===== src/rtl/param_reg_file.sv =====
// General-purpose register file: NREG x WIDTH registers, two read ports and one shared
// write bus with clear/load/increment/decrement, wrap or saturate arithmetic and an overflow pulse.
module param_reg_file #(
  parameter int WIDTH    = 8,
  parameter int NREG     = 4,
  parameter int SATURATE = 0,
  parameter int REG_OUT  = 1,
  parameter int BYPASS   = 1,
  localparam int SW      = (NREG > 1) ? $clog2(NREG) : 1
) (
  input  logic             clk,
  input  logic             rst,
  input  logic [SW-1:0]    o1_sel,
  input  logic [SW-1:0]    o2_sel,
  input  logic [1:0]       funsel,
  input  logic [NREG-1:0]  r_en,
  input  logic [WIDTH-1:0] i,
  output logic [WIDTH-1:0] o1,
  output logic [WIDTH-1:0] o2,
  output logic             ovf
);

  localparam logic [1:0] FN_CLEAR = 2'b00;
  localparam logic [1:0] FN_LOAD  = 2'b01;
  localparam logic [1:0] FN_INC   = 2'b10;
  localparam logic [1:0] FN_DEC   = 2'b11;
  localparam logic [WIDTH-1:0] ALL_ONES = '1;

  logic [WIDTH-1:0] regs_cur  [NREG];
  logic [WIDTH-1:0] regs_next [NREG];
  logic [NREG-1:0]  ovf_hit;
  logic             ovf_reg;

  genvar gi;
  generate
    for (gi = 0; gi < NREG; gi++) begin : g_reg
      logic [WIDTH-1:0] value_reg;
      logic [WIDTH-1:0] value_next;
      logic             hit;

      // Boundary crossings flag ovf whether the result wraps or saturates.
      always_comb begin
        value_next = value_reg;
        hit        = 1'b0;
        if (r_en[gi]) begin
          case (funsel)
            FN_CLEAR: value_next = '0;
            FN_LOAD:  value_next = i;
            FN_INC: begin
              if (value_reg == ALL_ONES) begin
                hit        = 1'b1;
                value_next = (SATURATE != 0) ? ALL_ONES : '0;
              end else begin
                value_next = value_reg + 1'b1;
              end
            end
            FN_DEC: begin
              if (value_reg == '0) begin
                hit        = 1'b1;
                value_next = (SATURATE != 0) ? '0 : ALL_ONES;
              end else begin
                value_next = value_reg - 1'b1;
              end
            end
            default: value_next = value_reg;
          endcase
        end
      end

      always_ff @(posedge clk or posedge rst) begin
        if (rst) value_reg <= '0;
        else     value_reg <= value_next;
      end

      assign regs_cur[gi]  = value_reg;
      assign regs_next[gi] = value_next;
      assign ovf_hit[gi]   = hit;
    end
  endgenerate

  // Selects beyond NREG match no entry and therefore read as zero.
  logic [WIDTH-1:0] rd1_cur, rd2_cur, rd1_next, rd2_next;
  always_comb begin
    rd1_cur  = '0;
    rd2_cur  = '0;
    rd1_next = '0;
    rd2_next = '0;
    for (int k = 0; k < NREG; k++) begin
      if (o1_sel == SW'(k)) begin
        rd1_cur  = regs_cur[k];
        rd1_next = regs_next[k];
      end
      if (o2_sel == SW'(k)) begin
        rd2_cur  = regs_cur[k];
        rd2_next = regs_next[k];
      end
    end
  end

  generate
    if (REG_OUT != 0) begin : g_reg_out
      logic [WIDTH-1:0] o1_reg, o2_reg;
      // regs_next equals the held value when not enabled, so it doubles as the bypass source.
      always_ff @(posedge clk or posedge rst) begin
        if (rst) begin
          o1_reg <= '0;
          o2_reg <= '0;
        end else begin
          o1_reg <= (BYPASS != 0) ? rd1_next : rd1_cur;
          o2_reg <= (BYPASS != 0) ? rd2_next : rd2_cur;
        end
      end
      assign o1 = o1_reg;
      assign o2 = o2_reg;
    end else begin : g_comb_out
      assign o1 = rd1_cur;
      assign o2 = rd2_cur;
    end
  endgenerate

  always_ff @(posedge clk or posedge rst) begin
    if (rst) ovf_reg <= 1'b0;
    else     ovf_reg <= |ovf_hit;
  end

  assign ovf = ovf_reg;

endmodule


===== config.mk =====
export PLATFORM = sky130hd
export DESIGN_NAME = param_reg_file
export DESIGN_NICKNAME = d
export VERILOG_FILES = /design/src/rtl/param_reg_file.sv
export SDC_FILE = /design/constraint.sdc
export NUM_CORES = 1
export LEC_CHECK = 0
export ABC_AREA = 1
export CORE_UTILIZATION = 50
export DETAILED_ROUTE_END_ITERATION = 7
export GPL_TIMING_DRIVEN = 0
export PLACE_DENSITY = 0.71
export SETUP_SLACK_MARGIN = 0.15
export SLEW_MARGIN = 20
export SYNTH_ARGS = -nofsm -noshare
export SYNTH_HDL_FRONTEND = slang
export SYNTH_SLANG_ARGS = --single-unit

===== constraint.sdc =====
create_clock -name clk -period 1.9 [get_ports clk]
set_input_delay 0.38 -clock clk [delete_from_list [all_inputs] [get_ports clk]]
set_output_delay 0.38 -clock clk [all_outputs]
set_load 0.005 [all_outputs]

==> Flow_metrics.wiki <==
{| class="wikitable"
! Metric !! Value
|-
| Startpoint of the most critical setup path || g_reg[2].value_reg[0]
|-
| Detailed-placement wirelength estimate || 9809 um
|-
| Maximum count of clock buffers along a single path || 2
|-
| Post-layout power || 4302 uW
|-
| Via count of the first global-routing pass || 4,153
|-
| Number of antenna violations at the first check in global routing || 0
|-
| Total of endpoints with negative setup slack in the final report || 0
|-
| Clk slew on worst S/H paths || 0.09 ns
|-
| Post-route clock period utilization || 0.9112
|-
| ANT cells || 0
|-
| Core area || 7767 sq um
|-
| Ratio of routed vias to standard cells || 5.713
|-
| Simple-gate portion of the synthesized area || 0.4551
|-
| Startpoint class of the critical path || register
|-
| Clock Skew || 0.006673 ns
|-
| Xor/xnor share of the synthesized area || 0.004320
|-
| Final nets || 730
|-
| Leakage dissipation || 0.002469 uW
|-
| Routability-driven placement congestion ratio || 0.9474
|-
| Clk Latency, worst-skew pair || 0.31 ns
|-
| Number of hold-repair buffers added at the cts stage || 0
|-
| Maximum clock rate || 577.6 MHz
|-
| Largest family of logic cells by synthesized area || simple AND/OR/NAND/NOR gates
|-
| Final min period || 1.731 ns
|-
| Worst flop-to-flop path endpoint || o1[0]
|-
| Root Driver || sky130_fd_sc_hd__clkbuf_8
|-
| DR iter-0 viols || 375
|-
| Wire per inst || 16.85 um
|-
| Multi-input combinational cell area || 2743 sq um
|-
| Input/output buffers || 36
|-
| CTS tree || yes
|-
| Final Routed Wirelength || 13,500 um
|-
| Total power divided by cell area || 836.7 nW/um^2
|-
| Total standard cell area after synthesis || 4055 sq um
|-
| Hold Slack || 0.4489 ns
|-
| Post-layout utilization of the core || 0.6619
|-
| Max Transition Viols Final || 0
|-
| Total via count in the routed design || 4,576
|-
| Required time of the critical path || 2.13 ns
|-
| Number of flip-flops under the largest register name || 32
|-
| #FFs+latches synth || 49
|-
| Post-route standard cell area excluding fillers || 5141 sq um
|-
| Seq. cell area || 1234 sq um
|-
| Vertical die dimension || 92.06 um
|-
| Depth of the CTS H-tree || 2
|-
| Pin count of the biggest net entering global routing || 28
|-
| Chip width || 92.06 um
|-
| Number of standard cells after synthesis || 642
|-
| Library cells used by synthesis || 35
|-
| Post-detailed-route DRC marker count || 0
|-
| Number of buffers added by the clock tree synthesis step || 5
|-
| Die footprint || 8474 sq um
|-
| Crit. End Element || register
|-
| Outcome || finished clean
|-
| Share of synthesized area spent on multiplexers || 0
|-
| Post-Synth Adder-Cell Area || 0.03703
|-
| GR Util All Layers || 0.3232
|-
| Portion of the post-synthesis area used by sequential elements || 0.3024
|-
| Share of layout cells above drive strength 1 || 0.2432
|-
| Number of routed nets with antenna violations || 0
|-
| I/O pin cnt || 37
|-
| Arrival time at the worst endpoint || 1.96 ns
|-
| Compound-cell area share of the yosys netlist || 0.1040
|-
| Worst R2R Setup Slack || 0.17 ns
|-
| Post-Syn Area per Cell || 6.316 sq um
|-
| Instance area at placement || 4571 sq um
|-
| Area Growth Syn to Fin || 26.78%
|-
| Number of placement rows || 32
|-
| Max Fanout on Critical Path || 5
|-
| Class of the tightest hold or removal check || primary input to asynchronous set/reset pin
|-
| Max_cap viols || 0
|-
| Number of cell instances on the worst register-to-register path || 12
|-
| Fill count || 739
|-
| Net Count, Synth || 674
|-
| Number of warnings printed during yosys synthesis || 0
|-
| Critical R2R Launch || g_reg[2].value_reg[0]
|-
| Hold Violations, Final || 0
|-
| Max-slew headroom at the worst pin || 0.5665
|-
| Max IR drop VDD || 0.4603 mV
|-
| Effective utilization at floorplan || 0.5221
|-
| Grt ovf || 0
|-
| Number of detailed-routing iterations run before antenna repair || 7
|-
| Sinks on the clock net || 49
|-
| Worst Tran Pin Value || 0.6478 ns
|-
| WS Path Type || register to register
|-
| Wire length of the first global-routing pass || 21,130 um
|-
| Worst setup path endpoint || o1[0]
|-
| Setup repair after global routing missed its margin || yes
|}
## per-stage QoR
step           worst slack (ns)  instances  setup TNS, ns
2_1_floorplan            0.3472        642              0
3_3_place_gp            -0.5504        780         -34.57
3_5_place_dp            -0.3865        781         -8.075
4_1_cts                  0.1492        790              0
5_1_grt                 0.05387        801              0
6_report                 0.1686        801              0
## power by group
part / leakage [uW] / switching (uW) / internal, uW / total (uW)
clock: 0.0000574 / 360 / 428 / 788
sequential: 0.000623 / 222 / 1240 / 1460
combinational: 0.00179 / 1250 / 804 / 2050
## metal layers
layer / share of wire / up-vias / wire, um / global-route usage
met5: 0 / - / 0 / 0
met4: 0.015 / 0 / 204 / 0.07813
met3: 0.085 / 21 / 1152 / 0.04809
met2: 0.45 / 226 / 6108 / 0.5168
met1: 0.45 / 2134 / 6030 / 0.4591
li1: - / 2195 / - / -
## synth_stat cells
cell type / n / share of area
sky130_fd_sc_hd__nand2_1: 228 / 0.21
sky130_fd_sc_hd__nand3_1: 64 / 0.079
sky130_fd_sc_hd__inv_1: 58 / 0.054
sky130_fd_sc_hd__dfrtp_1: 49 / 0.30
sky130_fd_sc_hd__nor2_1: 48 / 0.044
sky130_fd_sc_hd__nand4_1: 33 / 0.051
sky130_fd_sc_hd__o21ai_0: 22 / 0.027
sky130_fd_sc_hd__o21ai_1: 20 / 0.025
sky130_fd_sc_hd__inv_2: 19 / 0.018
sky130_fd_sc_hd__a21oi_1: 16 / 0.020
sky130_fd_sc_hd__nand2_2: 13 / 0.020
sky130_fd_sc_hd__buf_2: 12 / 0.015
sky130_fd_sc_hd__ha_1: 12 / 0.037
sky130_fd_sc_hd__o21ai_2: 7 / 0.015
sky130_fd_sc_hd__nand3_2: 5 / 0.012
sky130_fd_sc_hd__nor2_2: 4 / 0.0062
sky130_fd_sc_hd__nor2_4: 4 / 0.011
sky130_fd_sc_hd__clkbuf_1: 3 / 0.0028
sky130_fd_sc_hd__o211ai_1: 3 / 0.0056
sky130_fd_sc_hd__buf_6: 2 / 0.0056
sky130_fd_sc_hd__nand2_4: 2 / 0.0056
sky130_fd_sc_hd__nor3_1: 2 / 0.0025
sky130_fd_sc_hd__o2111ai_1: 2 / 0.0043
sky130_fd_sc_hd__or2_2: 2 / 0.0031
sky130_fd_sc_hd__xor2_1: 2 / 0.0043
sky130_fd_sc_hd__and2_1: 1 / 0.0015
sky130_fd_sc_hd__buf_4: 1 / 0.0019
sky130_fd_sc_hd__clkinv_1: 1 / 0.00092
sky130_fd_sc_hd__nand3b_1: 1 / 0.0019
sky130_fd_sc_hd__nand4_2: 1 / 0.0031
sky130_fd_sc_hd__nor3_2: 1 / 0.0025
sky130_fd_sc_hd__o21a_1: 1 / 0.0019
sky130_fd_sc_hd__o21bai_1: 1 / 0.0019
sky130_fd_sc_hd__o22ai_1: 1 / 0.0015
sky130_fd_sc_hd__o311ai_1: 1 / 0.0022
## worst max-delay path, stage by stage (launching register included)
cell and delay [ns]:
sky130_fd_sc_hd__dfrtp_1 0.43, sky130_fd_sc_hd__inv_2 0.13, sky130_fd_sc_hd__ha_2 0.18, sky130_fd_sc_hd__inv_1 0.03, sky130_fd_sc_hd__nor2_1 0.11, sky130_fd_sc_hd__nand2_2 0.10
sky130_fd_sc_hd__inv_2 0.09, sky130_fd_sc_hd__o21ai_1 0.06, sky130_fd_sc_hd__nand3_1 0.07, sky130_fd_sc_hd__nand2_1 0.05, sky130_fd_sc_hd__o21ai_1 0.17, sky130_fd_sc_hd__nand2_1 0.08
sky130_fd_sc_hd__nand4_1 0.15
## how the worst min path moves through the flow
stage,startpoint,to,depth (start not counted)
3_3_place_gp,g_reg[2].value_reg[7],g_reg[2].value_reg[7],2
3_5_place_dp,g_reg[2].value_reg[7],g_reg[2].value_reg[7],2
5_1_grt,rst,g_reg[3].value_reg[6],2
4_1_cts,rst,g_reg[2].value_reg[3],2
2_1_floorplan,r_en[0],g_reg[0].value_reg[2],1
6_report,rst,g_reg[2].value_reg[3],2
## area by class of cell
type / count / area share
tap: 102 / 0.02482
clock buffer: 6 / 0.01606
clock inverter: 2 / 0.007301
timing repair buffer: 49 / 0.09394
inverter: 78 / 0.05987
multi-input combinational: 497 / 0.5335
buffer: 18 / 0.02458
sequential: 49 / 0.2400
## cell families after synthesis
kind of cell             count (synthesis)
AND/OR/NAND/NOR                        409
buffers and inverters                   96
AO/OA/AOI/OAI                           74
flip-flops                              49
adder cells (fa/ha/maj)                 12
XOR/XNOR                                 2
## repair_timing
| action | 4_1_cts | 5_1_grt |
|---|---|---|
| buffers inserted | 1 | 11 |
| pin swaps | 1 | 24 |
| endpoints found under the setup margin | 19 | 17 |
| resized for setup | 29 | 90 |
## placed cells by master (no fill, tap or decap), types with 13 or more instances in the layout
cell type | synthesis | layout
sky130_fd_sc_hd__nand4_1 | 33 | 33
sky130_fd_sc_hd__inv_2 | 19 | 26
sky130_fd_sc_hd__o21ai_2 | 7 | 13
sky130_fd_sc_hd__a21oi_1 | 16 | 16
sky130_fd_sc_hd__clkdlybuf4s50_1 | 0 | 34
sky130_fd_sc_hd__o21ai_1 | 20 | 16
sky130_fd_sc_hd__o21ai_0 | 22 | 18
sky130_fd_sc_hd__nor2_1 | 48 | 40
sky130_fd_sc_hd__dfrtp_1 | 49 | 43
sky130_fd_sc_hd__nand3_1 | 64 | 60
sky130_fd_sc_hd__nand2_1 | 228 | 205
sky130_fd_sc_hd__inv_1 | 58 | 46
sky130_fd_sc_hd__nand2_2 | 13 | 32
sky130_fd_sc_hd__buf_4 | 1 | 15
No activity file was read; power rests on OpenSTA's default activity.
